## config.mk

```make
export PLATFORM = sky130hd
export DESIGN_NAME = booth_pp_accumulator
export DESIGN_NICKNAME = d
export VERILOG_FILES = /design/src/rtl/booth_pp_accumulator.sv
export SDC_FILE = /design/constraint.sdc
export NUM_CORES = 1
export LEC_CHECK = 0
export ABC_AREA = 1
export CORE_MARGIN = 2
export CORE_UTILIZATION = 58
export CTS_BUF_LIST = sky130_fd_sc_hd__clkbuf_2 sky130_fd_sc_hd__clkbuf_4 sky130_fd_sc_hd__clkbuf_8
export DETAILED_ROUTE_END_ITERATION = 8
export HOLD_SLACK_MARGIN = 0.06
export PLACE_DENSITY = 0.89
export SKIP_CTS_REPAIR_TIMING = 1
export SLEW_MARGIN = 20
export SYNTH_ARGS = -nofsm -noshare
export SYNTH_HDL_FRONTEND = slang
export SYNTH_SLANG_ARGS = --single-unit
```

## constraint.sdc

```tcl
create_clock -name clk -period 3.72 [get_ports clk]
set_clock_uncertainty 0.15 [all_clocks]
set_input_delay 0.372 -clock clk [delete_from_list [all_inputs] [get_ports clk]]
set_output_delay 0.372 -clock clk [all_outputs]
set_load 0.02 [all_outputs]
```

## src/rtl/booth_pp_accumulator.sv

```systemverilog
`default_nettype none
// ============================================================================
// Module   : booth_pp_accumulator
// Purpose  : Iterative accumulator for radix-4 Booth partial products. Each
//            product is weighted by 4^k and summed into a 2N-bit result.
//            Optional protocol checker: define BOOTH_PP_ACC_ERRCHK_EN.
// Revision : 1.0  initial release
// ============================================================================
module booth_pp_accumulator #(
    parameter int N = 16
) (
    input  logic             clk,
    input  logic             reset,
    input  logic             start,
    input  logic             pp_valid,
    output logic             pp_ready,
    input  logic [N:0]       pp_data,
    output logic             out_valid,
    input  logic             out_ready,
    output logic [2*N-1:0]   product,
    output logic             busy,
    output logic             pp_err
);

    localparam int c_P  = N / 2;
    localparam int c_KW = $clog2(c_P) + 1;
    localparam logic [c_KW-1:0] c_KLAST = c_KW'(c_P - 1);

    typedef enum logic [1:0] {
        S_IDLE  = 2'd0,
        S_ACCUM = 2'd1,
        S_DONE  = 2'd2
    } state_t;

    state_t             r_state;
    logic [2*N-1:0]     r_acc;
    logic [c_KW-1:0]    r_k;
    logic               r_pp_ready;
    logic               r_out_valid;
    logic               r_busy;

    logic               w_accept;
    logic [2*N-1:0]     w_pp_ext;
    logic [2*N-1:0]     w_pp_shift;

    assign w_accept   = pp_valid & r_pp_ready;
    assign w_pp_ext   = {{(N-1){pp_data[N]}}, pp_data};
    // Weight 4^k is a left shift by 2k.
    assign w_pp_shift = w_pp_ext << {r_k, 1'b0};

    always_ff @(posedge clk or posedge reset) begin
        if (reset) begin
            r_state     <= S_IDLE;
            r_acc       <= '0;
            r_k         <= '0;
            r_pp_ready  <= 1'b0;
            r_out_valid <= 1'b0;
            r_busy      <= 1'b0;
        end else begin
            case (r_state)
                S_IDLE: begin
                    if (start) begin
                        r_state    <= S_ACCUM;
                        r_acc      <= '0;
                        r_k        <= '0;
                        r_pp_ready <= 1'b1;
                        r_busy     <= 1'b1;
                    end
                end
                S_ACCUM: begin
                    if (w_accept) begin
                        r_acc <= r_acc + w_pp_shift;
                        r_k   <= r_k + c_KW'(1);
                        if (r_k == c_KLAST) begin
                            r_state     <= S_DONE;
                            r_pp_ready  <= 1'b0;
                            r_out_valid <= 1'b1;
                        end
                    end
                end
                S_DONE: begin
                    if (out_ready) begin
                        r_state     <= S_IDLE;
                        r_out_valid <= 1'b0;
                        r_busy      <= 1'b0;
                    end
                end
                default: begin
                    r_state     <= S_IDLE;
                    r_pp_ready  <= 1'b0;
                    r_out_valid <= 1'b0;
                    r_busy      <= 1'b0;
                end
            endcase
        end
    end

`ifdef BOOTH_PP_ACC_ERRCHK_EN
    logic r_pp_err;

    // An honoured start wins over any violation seen in the same cycle.
    always_ff @(posedge clk or posedge reset) begin
        if (reset) begin
            r_pp_err <= 1'b0;
        end else if (r_state == S_IDLE && start) begin
            r_pp_err <= 1'b0;
        end else if ((pp_valid && r_state != S_ACCUM) ||
                     (start && r_state != S_IDLE)) begin
            r_pp_err <= 1'b1;
        end
    end

    assign pp_err = r_pp_err;
`else
    assign pp_err = 1'b0;
`endif

    assign pp_ready  = r_pp_ready;
    assign out_valid = r_out_valid;
    assign product   = r_acc;
    assign busy      = r_busy;

endmodule
`default_nettype wire
```

==> out/qor.csv <==
metric,value,unit
Top delay family on crit path,simple AND/OR/NAND/NOR gates,
Mapped Nets,830,
internal power,0.00214,W
Critical Path Most Common Cell,nand2_1,
Seq cells post-synth,41,
total grt overflow,0,
via count,5316,
maximum VDD drop,0.000486,V
Critical Path AT,3.47,ns
critical-path cell list,"inv_2, nand2_1, inv_1, o21ai_1, inv_1, o21ai_1, nor2_1, ha_1, nand2_1, o21ai_0, a21oi_1, nand2_1, nand2_1, nand2_1, nand2_1, nand3_1, nand2_1",
Yosys top cell area share,0.249,
Die Width,92.9,um
DR WL/cell,16.2,um
Initial DRT Pass Iterations,6,
top-count cell post-synth,nand2_1,
Routed Wire Length,15.1,mm
final hold vios,0,
HP Class,input port to asynchronous set/reset pin,
clock power share,0.075,
post-route minimum period,3.43,ns
sw frac,0.571,
port bufs,56,
# DRC,0,
"CTS clk-pin slew, worst paths",0.09,ns
GRT Overall Usage,0.363,
PwrDens,939,nW/um2
Setup CP Type,flip-flop to flip-flop,
Max Slew Vio Count,0,
Clock Latency Late Sink,0.31,ns
Max transition margin,0.601,
Setup Viol. Count Final,0,
RD Place Congestion,1.00,
"Buf+Inv Stages, Crit Path",3,
Area Growth Syn to Fin,16.2,%
CP Launch Type,flip-flop,
initial antenna violation count,0,
WP depth,17,
largest net degree at the start of global routing,42,
I/O pins,58,
NumNets Final,883,
Root Driver,clkbuf_8,
synth cell count leaders,"304 x nand2_1, 102 x inv_1, 57 x nor2_1, 51 x nand3_1, 45 x a21oi_1",
Final HPWL DP,11.9,mm
ant diodes,0,
CP max FO,14,
TritonCTS buffer count,5,
Clock Sinks,41,
Core Area,7690,um2
"EDFF count, synth",0,
leading area contributor after synthesis,nand2_1,
CTS HTree Levels,2,
Mapped Area,4580,um2
post-synthesis cell type count,43,
worst stage delay on the critical path,0.60,ns
RSZ-0062 raised after global routing,false,
part of the cycle the worst path needs,0.921,
switching pwr,0.00285,W
R2R depth,17,
ys flop type,dfrtp_1,
status,completed,
clk buf depth,2,
syn_area_per_cell,5.91,um2
Total Die Area,8620,um2
num rows,32,
max-cap violation count,0,
combinational fraction of design power,0.757,
ANT nets after route,0,
post-route cell area,5320,um2
Initial Utilization,0.596,
ys async rst share,1.00,
"top cells by area, synth","nand2_1 25%, dfrtp_1 22%, ha_1 8.7%",
worst slew pin tran,0.598,ns
Sequential Power Share,0.169,
number of global-route vias before repair,4996,
CTS tree,done,
Yosys warnings,0,
share of cells above drive strength 1,0.0399,
DRT iter0 DRCs,423,
global-route wire length before repair,24.6,mm
via/cell ratio,5.72,
Peak Freq,292,MHz
crit path max-delay cell type,dfrtp_1,
crit path capture type,flip-flop,
Syn Inst Count,775,
leakage power,2.96,nW
setup TNS,0,ns
sequential share of the synthesized area,0.224,
placement-stage cell area,5220,um2
Crit path required time,3.76,ns
chip height,92.9,um
-- final timing paths --
| kind | start | endpoint | slack, ns |
|---|---|---|---|
| hold / removal | reset | r_state[1]$_DFFE_PP0P_ | 0.38 |
| max in group asynchronous | reset | product[25]$_DFFE_PP0P_ | 2.61 |
| setup / recovery | r_k[0]$_DFFE_PP0P_ | product[30]$_DFFE_PP0P_ | 0.29 |
| hold reg to reg | pp_ready$_DFFE_PP0P_ | pp_ready$_DFFE_PP0P_ | 0.38 |
| min in group clk | pp_ready$_DFFE_PP0P_ | pp_ready$_DFFE_PP0P_ | 0.38 |
| setup reg to reg | r_k[0]$_DFFE_PP0P_ | product[30]$_DFFE_PP0P_ | 0.29 |
-- layout make-up --
class / count / area [um2]
Inverter: 109 / 414
Timing Repair Buffer: 63 / 613
Clock buffer: 5 / 68.8
Multi-Input combinational cell: 608 / 3040
Fill cell: 735 / 2360
Tap cell: 102 / 128
Clock inverter: 2 / 35.0
Sequential cell: 41 / 1030
-- layer usage --
metal	global-route usage	vias to the layer above	wire length, um
li1	-	2602	-
met1	0.498	2446	6770
met2	0.598	236	6820
met3	0.0504	32	1110
met4	0.102	0	352
met5	0	-	0
-- metrics by stage --
| stage | hold WS, ns | std cells | power (W) | util | worst slack, ns |
|---|---|---|---|---|---|
| 2_1_floorplan | 0.330 | 775 | 0.00339 | - | 1.01 |
| 3_3_place_gp | 0.324 | 923 | 0.00445 | 0.679 | 0.392 |
| 3_5_place_dp | 0.356 | 923 | 0.00451 | 0.679 | 0.387 |
| 4_1_cts | 0.382 | 930 | 0.00490 | 0.692 | 0.378 |
| 5_1_grt | 0.404 | 930 | 0.00546 | 0.692 | 0.0165 |
| 6_report | 0.379 | 930 | 0.00500 | 0.692 | 0.294 |
-- kinds of logic after synthesis --
group	share of synthesized area
simple gates	0.397
compound gates	0.163
xor+xnor	0.00191
fa+ha+maj	0.0918
other cells	0.000819
mux	0.00874
flops	0.224
buf+inv	0.113
-- placed cells by master, fill, tap and decap left out, types with 2 or more instances in the layout --
cell | Yosys | layout
o221ai_1 | 2 | 2
and2_1 | 2 | 2
o21ai_1 | 12 | 12
nor2_8 | 2 | 2
mux2i_1 | 4 | 4
o31ai_1 | 2 | 2
nand4_1 | 2 | 2
dfrtp_1 | 41 | 41
nand2_1 | 304 | 304
o21ai_0 | 39 | 39
a21o_1 | 2 | 2
nor2_2 | 3 | 3
nor3_1 | 8 | 8
buf_4 | 3 | 7
o21bai_1 | 8 | 8
o211ai_1 | 11 | 11
nand3b_1 | 3 | 3
nor2_4 | 2 | 2
inv_1 | 102 | 102
nand3_1 | 51 | 51
a32o_1 | 2 | 2
ha_1 | 32 | 32
nand2_2 | 2 | 2
clkdlybuf4s50_1 | 0 | 56
inv_4 | 2 | 2
inv_2 | 5 | 5
a21oi_1 | 45 | 45
clkbuf_8 | 0 | 5
nor2_1 | 57 | 57
-- worst register-to-register path: stages (launching register included) --
cell and delay [ns]:
dfrtp_1 0.60, inv_2 0.20, nand2_1 0.19, inv_1 0.06, o21ai_1 0.23, inv_1 0.09
o21ai_1 0.19, nor2_1 0.09, ha_1 0.37, nand2_1 0.17, o21ai_0 0.36, a21oi_1 0.08
nand2_1 0.18, nand2_1 0.10, nand2_1 0.08, nand2_1 0.05, nand3_1 0.07, nand2_1 0.07
-- power by group through the flow --
| stage | registers, W | clock network (W) | logic (W) |
|---|---|---|---|
| global route | 0.000864 | 0.000393 | 0.00420 |
| CTS | 0.000836 | 0.000375 | 0.00369 |
| detailed placement | 0.000843 | 0 | 0.00367 |
| finish | 0.000843 | 0.000374 | 0.00378 |
| floorplan | 0.000971 | 0 | 0.00242 |
| global placement | 0.000832 | 0 | 0.00361 |
-- registers in the layout (all words and copies together) (netlist names) --
register,flops
pp_ready,1
out_valid,1
r_state,2
r_k,4
product,32
busy,1
No activity file was read; power rests on OpenSTA's default activity.
